--- config.mk ---
export PLATFORM = sky130hd
export DESIGN_NAME = sub_iter_clk_flat
export DESIGN_NICKNAME = d
export VERILOG_FILES = /design/src/rtl/sub_iter_clk_if.sv /design/src/rtl/sub_iter_clk.sv /design/src/flat_wrapper.sv
export SDC_FILE = /design/constraint.sdc
export NUM_CORES = 1
export LEC_CHECK = 0
export CORE_ASPECT_RATIO = 0.6
export CORE_MARGIN = 4
export CORE_UTILIZATION = 56
export CTS_BUF_LIST = sky130_fd_sc_hd__clkbuf_8
export CTS_CLUSTER_DIAMETER = 50
export DETAILED_ROUTE_END_ITERATION = 10
export PLACE_DENSITY = 0.86
export RECOVER_POWER = 50
export SLEW_MARGIN = 10
export SYNTH_ARGS = -nofsm -noshare
export SYNTH_HDL_FRONTEND = slang
export SYNTH_SLANG_ARGS = --single-unit
--- constraint.sdc ---
create_clock -name clk -period 6.7 [get_ports clk]
set_input_delay 1.005 -clock clk [delete_from_list [all_inputs] [get_ports clk]]
set_output_delay 1.005 -clock clk [all_outputs]
set_load 0.05 [all_outputs]
--- src/rtl/sub_iter_clk_if.sv ---
// Operand/result bundle for the iterative subtractor: request side
// (start, a, b, bi) and result side (d, bo, ov, busy, done).
interface sub_iter_clk_if #(
    parameter int unsigned WIDTH = 32
);
    logic             start;
    logic [WIDTH-1:0] a;
    logic [WIDTH-1:0] b;
    logic             bi;
    logic [WIDTH-1:0] d;
    logic             bo;
    logic             ov;
    logic             busy;
    logic             done;

    modport master (
        output start, a, b, bi,
        input  d, bo, ov, busy, done
    );

    modport slave (
        input  start, a, b, bi,
        output d, bo, ov, busy, done
    );
endinterface

--- src/rtl/sub_iter_clk.sv ---
// Clocked multi-cycle subtractor: d = a - b - bi, computed one SLICE-bit
// group per clock as a + ~b + ~bi through a SLICE-bit carry-lookahead slice.
module sub_iter_clk #(
    parameter int unsigned WIDTH = 32,
    parameter int unsigned SLICE = 8
) (
    input  logic         clk,
    input  logic         reset,
    sub_iter_clk_if.slave bus
);
    localparam int unsigned NSLICE = WIDTH / SLICE;
    localparam int unsigned CNT_W  = (NSLICE > 1) ? $clog2(NSLICE) : 1;

    typedef enum logic [1:0] {IDLE, CALC, DONE} state_t;

    state_t             state_q, state_d;
    logic [CNT_W-1:0]   cnt_q, cnt_d;
    logic [WIDTH-1:0]   a_q, a_d;
    logic [WIDTH-1:0]   nb_q, nb_d;
    logic               carry_q, carry_d;
    logic [WIDTH-1:0]   diff_q, diff_d;
    logic               bo_q, bo_d;
    logic               ov_q, ov_d;

    logic [SLICE-1:0]   a_sl, nb_sl, sum_sl;
    logic [SLICE-1:0]   cla_g, cla_p;
    logic [SLICE:0]     cla_c;
    logic               cla_acc, cla_term;
    logic               carry_out;

    // Pick the operand slices addressed by the slice counter
    always_comb begin
        a_sl  = '0;
        nb_sl = '0;
        for (int unsigned s = 0; s < NSLICE; s++) begin
            if (cnt_q == CNT_W'(s)) begin
                a_sl  = a_q[s*SLICE +: SLICE];
                nb_sl = nb_q[s*SLICE +: SLICE];
            end
        end
    end

    // SLICE-bit carry lookahead: each carry is the flat OR of generate terms
    // propagated to it, plus the slice carry-in propagated through all lower bits
    always_comb begin
        cla_g    = a_sl & nb_sl;
        cla_p    = a_sl ^ nb_sl;
        cla_c    = '0;
        cla_c[0] = carry_q;
        cla_acc  = 1'b0;
        cla_term = 1'b0;
        for (int unsigned i = 0; i < SLICE; i++) begin
            cla_term = carry_q;
            for (int unsigned m = 0; m <= i; m++) begin
                cla_term = cla_term & cla_p[m];
            end
            cla_acc = cla_term;
            for (int unsigned k = 0; k <= i; k++) begin
                cla_term = cla_g[k];
                for (int unsigned m = k + 1; m <= i; m++) begin
                    cla_term = cla_term & cla_p[m];
                end
                cla_acc = cla_acc | cla_term;
            end
            cla_c[i+1] = cla_acc;
        end
        sum_sl    = cla_p ^ cla_c[SLICE-1:0];
        carry_out = cla_c[SLICE];
    end

    // Next-state, operand capture and slice write-back
    always_comb begin
        state_d = state_q;
        cnt_d   = cnt_q;
        a_d     = a_q;
        nb_d    = nb_q;
        carry_d = carry_q;
        diff_d  = diff_q;
        bo_d    = bo_q;
        ov_d    = ov_q;
        case (state_q)
            IDLE, DONE: begin
                if (bus.start) begin
                    a_d     = bus.a;
                    nb_d    = ~bus.b;
                    carry_d = ~bus.bi;
                    cnt_d   = '0;
                    state_d = CALC;
                end else begin
                    state_d = IDLE;
                end
            end
            CALC: begin
                for (int unsigned s = 0; s < NSLICE; s++) begin
                    if (cnt_q == CNT_W'(s)) begin
                        diff_d[s*SLICE +: SLICE] = sum_sl;
                    end
                end
                carry_d = carry_out;
                cnt_d   = cnt_q + CNT_W'(1);
                if (cnt_q == CNT_W'(NSLICE - 1)) begin
                    // nb holds ~b, so "a and b signs differ" is a MSB == nb MSB
                    bo_d    = ~carry_out;
                    ov_d    = (a_q[WIDTH-1] == nb_q[WIDTH-1]) &
                              (sum_sl[SLICE-1] != a_q[WIDTH-1]);
                    cnt_d   = '0;
                    state_d = DONE;
                end
            end
            default: state_d = IDLE;
        endcase
    end

    // State and datapath registers with asynchronous clear
    always_ff @(posedge clk or posedge reset) begin
        if (reset) begin
            state_q <= IDLE;
            cnt_q   <= '0;
            a_q     <= '0;
            nb_q    <= '0;
            carry_q <= 1'b0;
            diff_q  <= '0;
            bo_q    <= 1'b0;
            ov_q    <= 1'b0;
        end else begin
            state_q <= state_d;
            cnt_q   <= cnt_d;
            a_q     <= a_d;
            nb_q    <= nb_d;
            carry_q <= carry_d;
            diff_q  <= diff_d;
            bo_q    <= bo_d;
            ov_q    <= ov_d;
        end
    end

    assign bus.d    = diff_q;
    assign bus.bo   = bo_q;
    assign bus.ov   = ov_q;
    assign bus.busy = (state_q == CALC);
    assign bus.done = (state_q == DONE);
endmodule

--- src/flat_wrapper.sv ---
// flat-port wrapper written by rule: the top's interface ports become plain ports
module sub_iter_clk_flat 
#(
    parameter int unsigned WIDTH = 32,
    parameter int unsigned SLICE = 8
)
  (clk, reset, bus_start, bus_a, bus_b, bus_bi, bus_d, bus_bo, bus_ov, bus_busy, bus_done);
  sub_iter_clk_if #(.WIDTH(WIDTH)) bus_i ();
  input  logic clk;
  input  logic reset;
  input wire logic [$bits(bus_i.start)-1:0] bus_start;
  input wire logic [$bits(bus_i.a)-1:0] bus_a;
  input wire logic [$bits(bus_i.b)-1:0] bus_b;
  input wire logic [$bits(bus_i.bi)-1:0] bus_bi;
  output wire logic [$bits(bus_i.d)-1:0] bus_d;
  output wire logic [$bits(bus_i.bo)-1:0] bus_bo;
  output wire logic [$bits(bus_i.ov)-1:0] bus_ov;
  output wire logic [$bits(bus_i.busy)-1:0] bus_busy;
  output wire logic [$bits(bus_i.done)-1:0] bus_done;
  assign bus_i.start = bus_start;
  assign bus_i.a = bus_a;
  assign bus_i.b = bus_b;
  assign bus_i.bi = bus_bi;
  assign bus_d = bus_i.d;
  assign bus_bo = bus_i.bo;
  assign bus_ov = bus_i.ov;
  assign bus_busy = bus_i.busy;
  assign bus_done = bus_i.done;
  sub_iter_clk #(.WIDTH(WIDTH), .SLICE(SLICE)) u_core (.clk(clk), .reset(reset), .bus(bus_i));
endmodule
==> results of run 1 <==
## sequential cells by signal (all words and copies together) (netlist names)
signal	count
u_core.state_q	2
u_core.carry_q	1
u_core.a_q	32
u_core.cnt_q	2
u_core.bus.d	32
u_core.nb_q	32
u_core.bus.ov	1
u_core.bus.bo	1
## per-layer routing
metal,up-vias,GRT usage [%],wire [microns]
met2,147,37.9,5230
met1,1866,37.4,5670
li1,1874,-,-
met5,-,0,0
met4,0,5.84,98
met3,9,7.48,984
## where the power goes
part	leakage, nW	switching [mW]	internal (mW)
Clock	0.106	0.203	0.178
Sequential	1.28	0.196	0.918
Combinational	1.34	1.23	0.612
## critical path, stage by stage, from the launching register on
cell	delay [ns]
dfrtp_1	0.42
inv_1	0.09
ha_1	0.68
nor2b_1	0.29
a221oi_1	0.34
nor3_1	0.08
a21oi_1	0.31
inv_1	0.08
ha_1	0.30
ha_1	0.19
o21ai_1	0.23
a221oi_2	0.15
o21a_1	0.21
nor3_1	0.38
o31ai_1	0.17
## layout make-up
| cell class | count | area share [%] |
|---|---|---|
| well taps | 108 | 2.30 |
| flip-flops and latches | 103 | 44.0 |
| multi-input cells | 372 | 32.0 |
| clock inverters | 6 | 0.918 |
| clock buffers | 10 | 2.35 |
| repair buffers | 106 | 17.9 |
| inverters | 9 | 0.598 |
## per-stage QoR
| step | utilization (%) | area [sq um] |
|---|---|---|
| after floorplan | - | 4610 |
| after global placement | 71.5 | 5680 |
| after detailed placement | 71.5 | 5680 |
| after CTS | 73.9 | 5870 |
| after global routing | 73.8 | 5860 |
| final | 73.8 | 5860 |
## cells in the mapped netlist, types with 3 or more instances
cell type / number
o31ai_1: 6
nor2b_1: 4
a21oi_1: 27
nor2_1: 9
o21ai_1: 25
buf_2: 3
dfrtp_1: 103
nand3b_1: 9
o21ai_0: 52
ha_1: 13
nand2_1: 191
nand2b_1: 3
clkbuf_1: 27
nor3_1: 3
a21o_1: 3
a22oi_1: 7
inv_1: 8
## logic make-up after synthesis
group / Yosys count / share of synthesized area [%]
adders and majority gates: 14 / 3.97
AOI/OAI and AO/OA: 131 / 16.2
DFF: 103 / 55.9
buffers and inverters: 41 / 3.42
xor gates and xnor gates: 4 / 0.761
and+or+nand+nor: 223 / 19.7
## worst max-delay path by stage
stage | endpoint | start | cells after the start | slack (ns)
final | u_core.bus.d[30] | u_core.cnt_q[1] | 14 | 2.62
after detailed placement | u_core.bus.d[30] | u_core.cnt_q[1] | 14 | 2.72
after global placement | u_core.bus.ov | u_core.cnt_q[1] | 14 | 3.06
after CTS | u_core.bus.d[30] | u_core.cnt_q[1] | 14 | 2.70
after global routing | u_core.bus.d[30] | u_core.cnt_q[1] | 14 | 2.19
after floorplan | u_core.a_q[0] | reset | 1 | 2.99
==> metrics.txt, run 1 <==
final slew viol count=70; worst slack at placement=2.72 ns; flops & latches, synth=103; hold_ws=0.482 ns; vias in the first global route=3844; Final GP Congestion=0.889; via count of the routed design=3896; Post-synth EDFFs=0; Layout fillers=597; number of CTS-inserted buffers=9; Syn Nets=598; status=finished with violations; Initial DRT Pass Iterations=5; cts hold-fix bufs=0; violated checks=max-capacitance violations, max-slew violations; H-tree levels=3; nets=683; r2r endpoint=u_core.bus.d[30]; I/O pin count=104; sequential share of the synthesized area=55.9%; Synthesis Warnings=0; Fin Clk Skew=0.0138 ns; CTS Buffer Depth=2; wire length per cell=16.8 microns; clk root buf=clkbuf_8; CTS tree=done; CTS clk-pin slew, worst paths=0.10 ns; post-layout minimum cycle time=4.08 ns; ant diodes=0; mapped cell area=0.00461 sq mm; storage element area=0.00258 sq mm; CP required=6.93 ns; WL final=12.0 mm; Cell Pwr Density=569 mW/mm^2; maximum VDD drop=0.217 mV; Clk Latency, worst-skew pair=0.38 ns; row cnt=25; Primary FF master, synth=dfrtp_1; max-cap violations=2; RSZ-0062 raised after global routing=false; FMAX=245 MHz; Slew @ Worst Pin=1.89 ns; Worst setup SP type=flop; area grow syn2layout=27.3%; Unique masters post-synth=35; Synth async-reset ratio=100%; worst reg2reg setup slack=2.62 ns; most frequent cells in the layout=nand2_1 (191), dfrtp_1 (103), clkdlybuf4s50_1 (101); fin cells=714; leading cell type in the layout, fill and taps excluded=nand2_1; hold path endpoint=u_core.a_q[23]; synth top area cells=dfrtp_1 (56%), nand2_1 (16%), o21ai_0 (5.6%), ha_1 (3.5%), a21oi_1 (2.9%); Die Y=78.3 microns; post-route antenna net violation count=0; crit path capture type=flop; initial antenna violation count=0; DRC=0; DIE AREA=0.00979 sq mm; layout cells sized above 1=3.63%; postcts setup bufs=0; first-pass GRT wire length=19.5 mm; Final period util=60.9%; placed cell count=698; Crit Path Category=reg2reg; Sink Count=103; Worst slew margin=-26.5%; Die W=125 microns; top-area cell type share of the netlist area=55.9%; cts repair resizes=0; PortBufs=103; dpl hpwl=8.87 mm; worst r2r src=u_core.cnt_q[1]; initial core utilization=58.0%; Worst Hold Launch=u_core.a_q[23]; Setup WS post-layout=2.62 ns; area of the multi-input gates=0.00187 sq mm; drt initial violations=383; Core Region=0.00795 sq mm; Hold Fails Final Rpt=0; GRT Overall Usage=25.5%; final setup vio count=0; Avg Synthesized Cell Area=8.93 sq um; Hold Crit Class=reg2reg; average vias per placed instance=5.46; Cells after Synth=516; Leakage=2.73 nW; Hold Path Stages=2; largest fanout on the critical path=27; grt total ovfl=0; setup TNS=0 ns; largest net degree at the start of global routing=70; Synth area leader=dfrtp_1; R2R depth=14; Pwr Total=3.34 mW; CP arrival=4.31 ns
Power figures use the tool's default switching activity.
==> run 2: changes to the inputs <==
--- a/config.mk
+++ b/config.mk
@@ -7,11 +7,11 @@
 export LEC_CHECK = 0
 export CORE_ASPECT_RATIO = 0.6
 export CORE_MARGIN = 4
-export CORE_UTILIZATION = 56
+export CORE_UTILIZATION = 47
 export CTS_BUF_LIST = sky130_fd_sc_hd__clkbuf_8
 export CTS_CLUSTER_DIAMETER = 50
 export DETAILED_ROUTE_END_ITERATION = 10
-export PLACE_DENSITY = 0.86
+export PLACE_DENSITY = 0.76
 export RECOVER_POWER = 50
 export SLEW_MARGIN = 10
 export SYNTH_ARGS = -nofsm -noshare
==> constraint.sdc (replaced) <==
create_clock -name clk -period 3.6 [get_ports clk]
set_input_delay 0.54 -clock clk [delete_from_list [all_inputs] [get_ports clk]]
set_output_delay 0.54 -clock clk [all_outputs]
set_load 0.05 [all_outputs]
==> metrics.txt, run 2 (synthesized netlist as in run 1, its figures left out) <==
I/O pin count=104 (unchanged); post-layout minimum cycle time=3.33 ns (-0.751 ns); via count of the routed design=3926 (+0.77%); Clk Latency, worst-skew pair=0.37 ns (about the same); Core Region=0.00936 sq mm (+18%); nets=691 (+1.2%); Hold Path Stages=2 (unchanged); Hold Crit Class=reg2reg; GRT Overall Usage=21.9% (-3.6 points); Cell Pwr Density=1070 mW/mm^2 (+87%); ant diodes=0 (unchanged); CTS Buffer Depth=2 (unchanged); number of CTS-inserted buffers=9 (unchanged); initial core utilization=49.2% (-8.8 points); Final period util=92.4% (+32 points); fin area=0.00601 sq mm (+2.5%); row cnt=27 (+8.0%); Setup WS post-layout=0.273 ns (-2.35 ns); H-tree levels=3 (unchanged); clk root buf=clkbuf_8; Hold Fails Final Rpt=0 (unchanged); average vias per placed instance=5.28 (-3.3%); first-pass GRT wire length=19.7 mm (+1.0%); drt initial violations=212 (-45%); vias in the first global route=3907 (+1.6%); FMAX=301 MHz (+23%); final slew viol count=164 (+130%); status=finished with violations; Leakage=2.78 nW (+2.1%); worst slack at placement=0.169 ns (-2.55 ns); WL final=12.1 mm (+0.98%); postcts setup bufs=0 (unchanged); largest net degree at the start of global routing=94 (+34%); utilization after layout=64.2% (-9.6 points); final setup vio count=0 (unchanged); Slew @ Worst Pin=2.03 ns (+0.136 ns); fin cells=744 (+4.2%); area grow syn2layout=30.4%; placed cell count=728 (+4.3%); DIE AREA=0.0115 sq mm (+17%); post-placement cell area=0.00577 sq mm (+1.5%); grt total ovfl=0 (unchanged); wire length per cell=16.3 microns (-3.1%); DRC=0 (unchanged); maximum VDD drop=0.458 mV (+110%); hold_ws=0.483 ns (+0.00103 ns); RSZ-0062 raised after global routing=false; setup TNS=0 ns (unchanged); most frequent cells in the layout=nand2_1 (191), dfrtp_1 (103), clkdlybuf4s50_1 (101); initial antenna violation count=0 (unchanged); Initial DRT Pass Iterations=5 (unchanged); CP required=3.87 ns (-3.06 ns); dpl hpwl=8.90 mm (+0.28%); crit path capture type=flop; Layout fillers=779 (+30%); leading cell type in the layout, fill and taps excluded=nand2_1; CTS clk-pin slew, worst paths=0.09 ns (about the same); Sink Count=103 (unchanged); CTS tree=done; Worst slew margin=-35.3% (-8.8 points); Die W=136 microns (+8.6%); violated checks=max-capacitance violations, max-slew violations; PortBufs=103 (unchanged); Fin Clk Skew=0.0136 ns (-0.000236 ns); Crit Path Category=reg2reg; Die Y=84.7 microns (+8.2%); post-route antenna net violation count=0 (unchanged); R2R depth=15 (+1); Final GP Congestion=0.915 (+2.8%); Pwr Total=6.41 mW (+92%); max-cap violations=2 (unchanged); CP arrival=3.60 ns (-0.71 ns); Worst setup SP type=flop; layout cells sized above 1=5.37% (+1.7 points); largest fanout on the critical path=17 (-37%)
==> run 2: layer usage <==
metal | track usage (%) | wire length [microns] | vias up
met5 | 0 | 0 | -
met2 | 31.7 | 5200 | 132
met4 | 5.76 | 150 | 0
met3 | 5.75 | 914 | 15
met1 | 32.8 | 5830 | 1883
li1 | - | - | 1896
==> run 2: critical path, cell delays in order (launching register included) <==
cell	delay, ns
dfrtp_1	0.42
inv_1	0.10
ha_2	0.30
buf_4	0.24
nand3b_1	0.13
a21oi_1	0.07
a21oi_1	0.13
nor2_1	0.07
a21o_1	0.16
ha_1	0.28
ha_1	0.20
o21ai_1	0.23
a221oi_2	0.15
o21a_1	0.23
o21a_1	0.22
o31ai_1	0.29
==> run 2: final cells by class <==
class / instances / area, sq um / area share (%)
multi-input cells: 372 / 1880 / 31.3
repair buffers: 114 / 1110 / 18.4
well taps: 130 / 163 / 2.71
inverters: 9 / 37.5 / 0.625
clock buffers: 13 / 179 / 2.98
flip-flops and latches: 103 / 2580 / 42.9
clock inverters: 3 / 63.8 / 1.06
==> run 2: path summary, 6_finish.rpt <==
check / start / end / slack [ns]
worst min register to register: u_core.a_q[17] / u_core.a_q[17] / 0.48
max in group asynchronous: reset / u_core.a_q[17] / 1.14
worst max register to register: u_core.cnt_q[1] / u_core.bus.d[30] / 0.27
worst min-delay path: u_core.a_q[17] / u_core.a_q[17] / 0.48
worst max-delay path: u_core.cnt_q[1] / u_core.bus.d[30] / 0.27
min in group asynchronous: reset / u_core.bus.d[5] / 1.23
==> run 2: power by group <==
part	switching [mW]	internal (mW)
logic	2.30	1.20
registers	0.351	1.71
clock network	0.376	0.466
total	3.03	3.38
==> run 2: what timing repair did <==
| item | in CTS | in global routing |
|---|---|---|
| hold buffers | 0 | 0 |
| endpoints found under the setup margin | 0 | 19 |
| gates resized for setup | 0 | 2 |
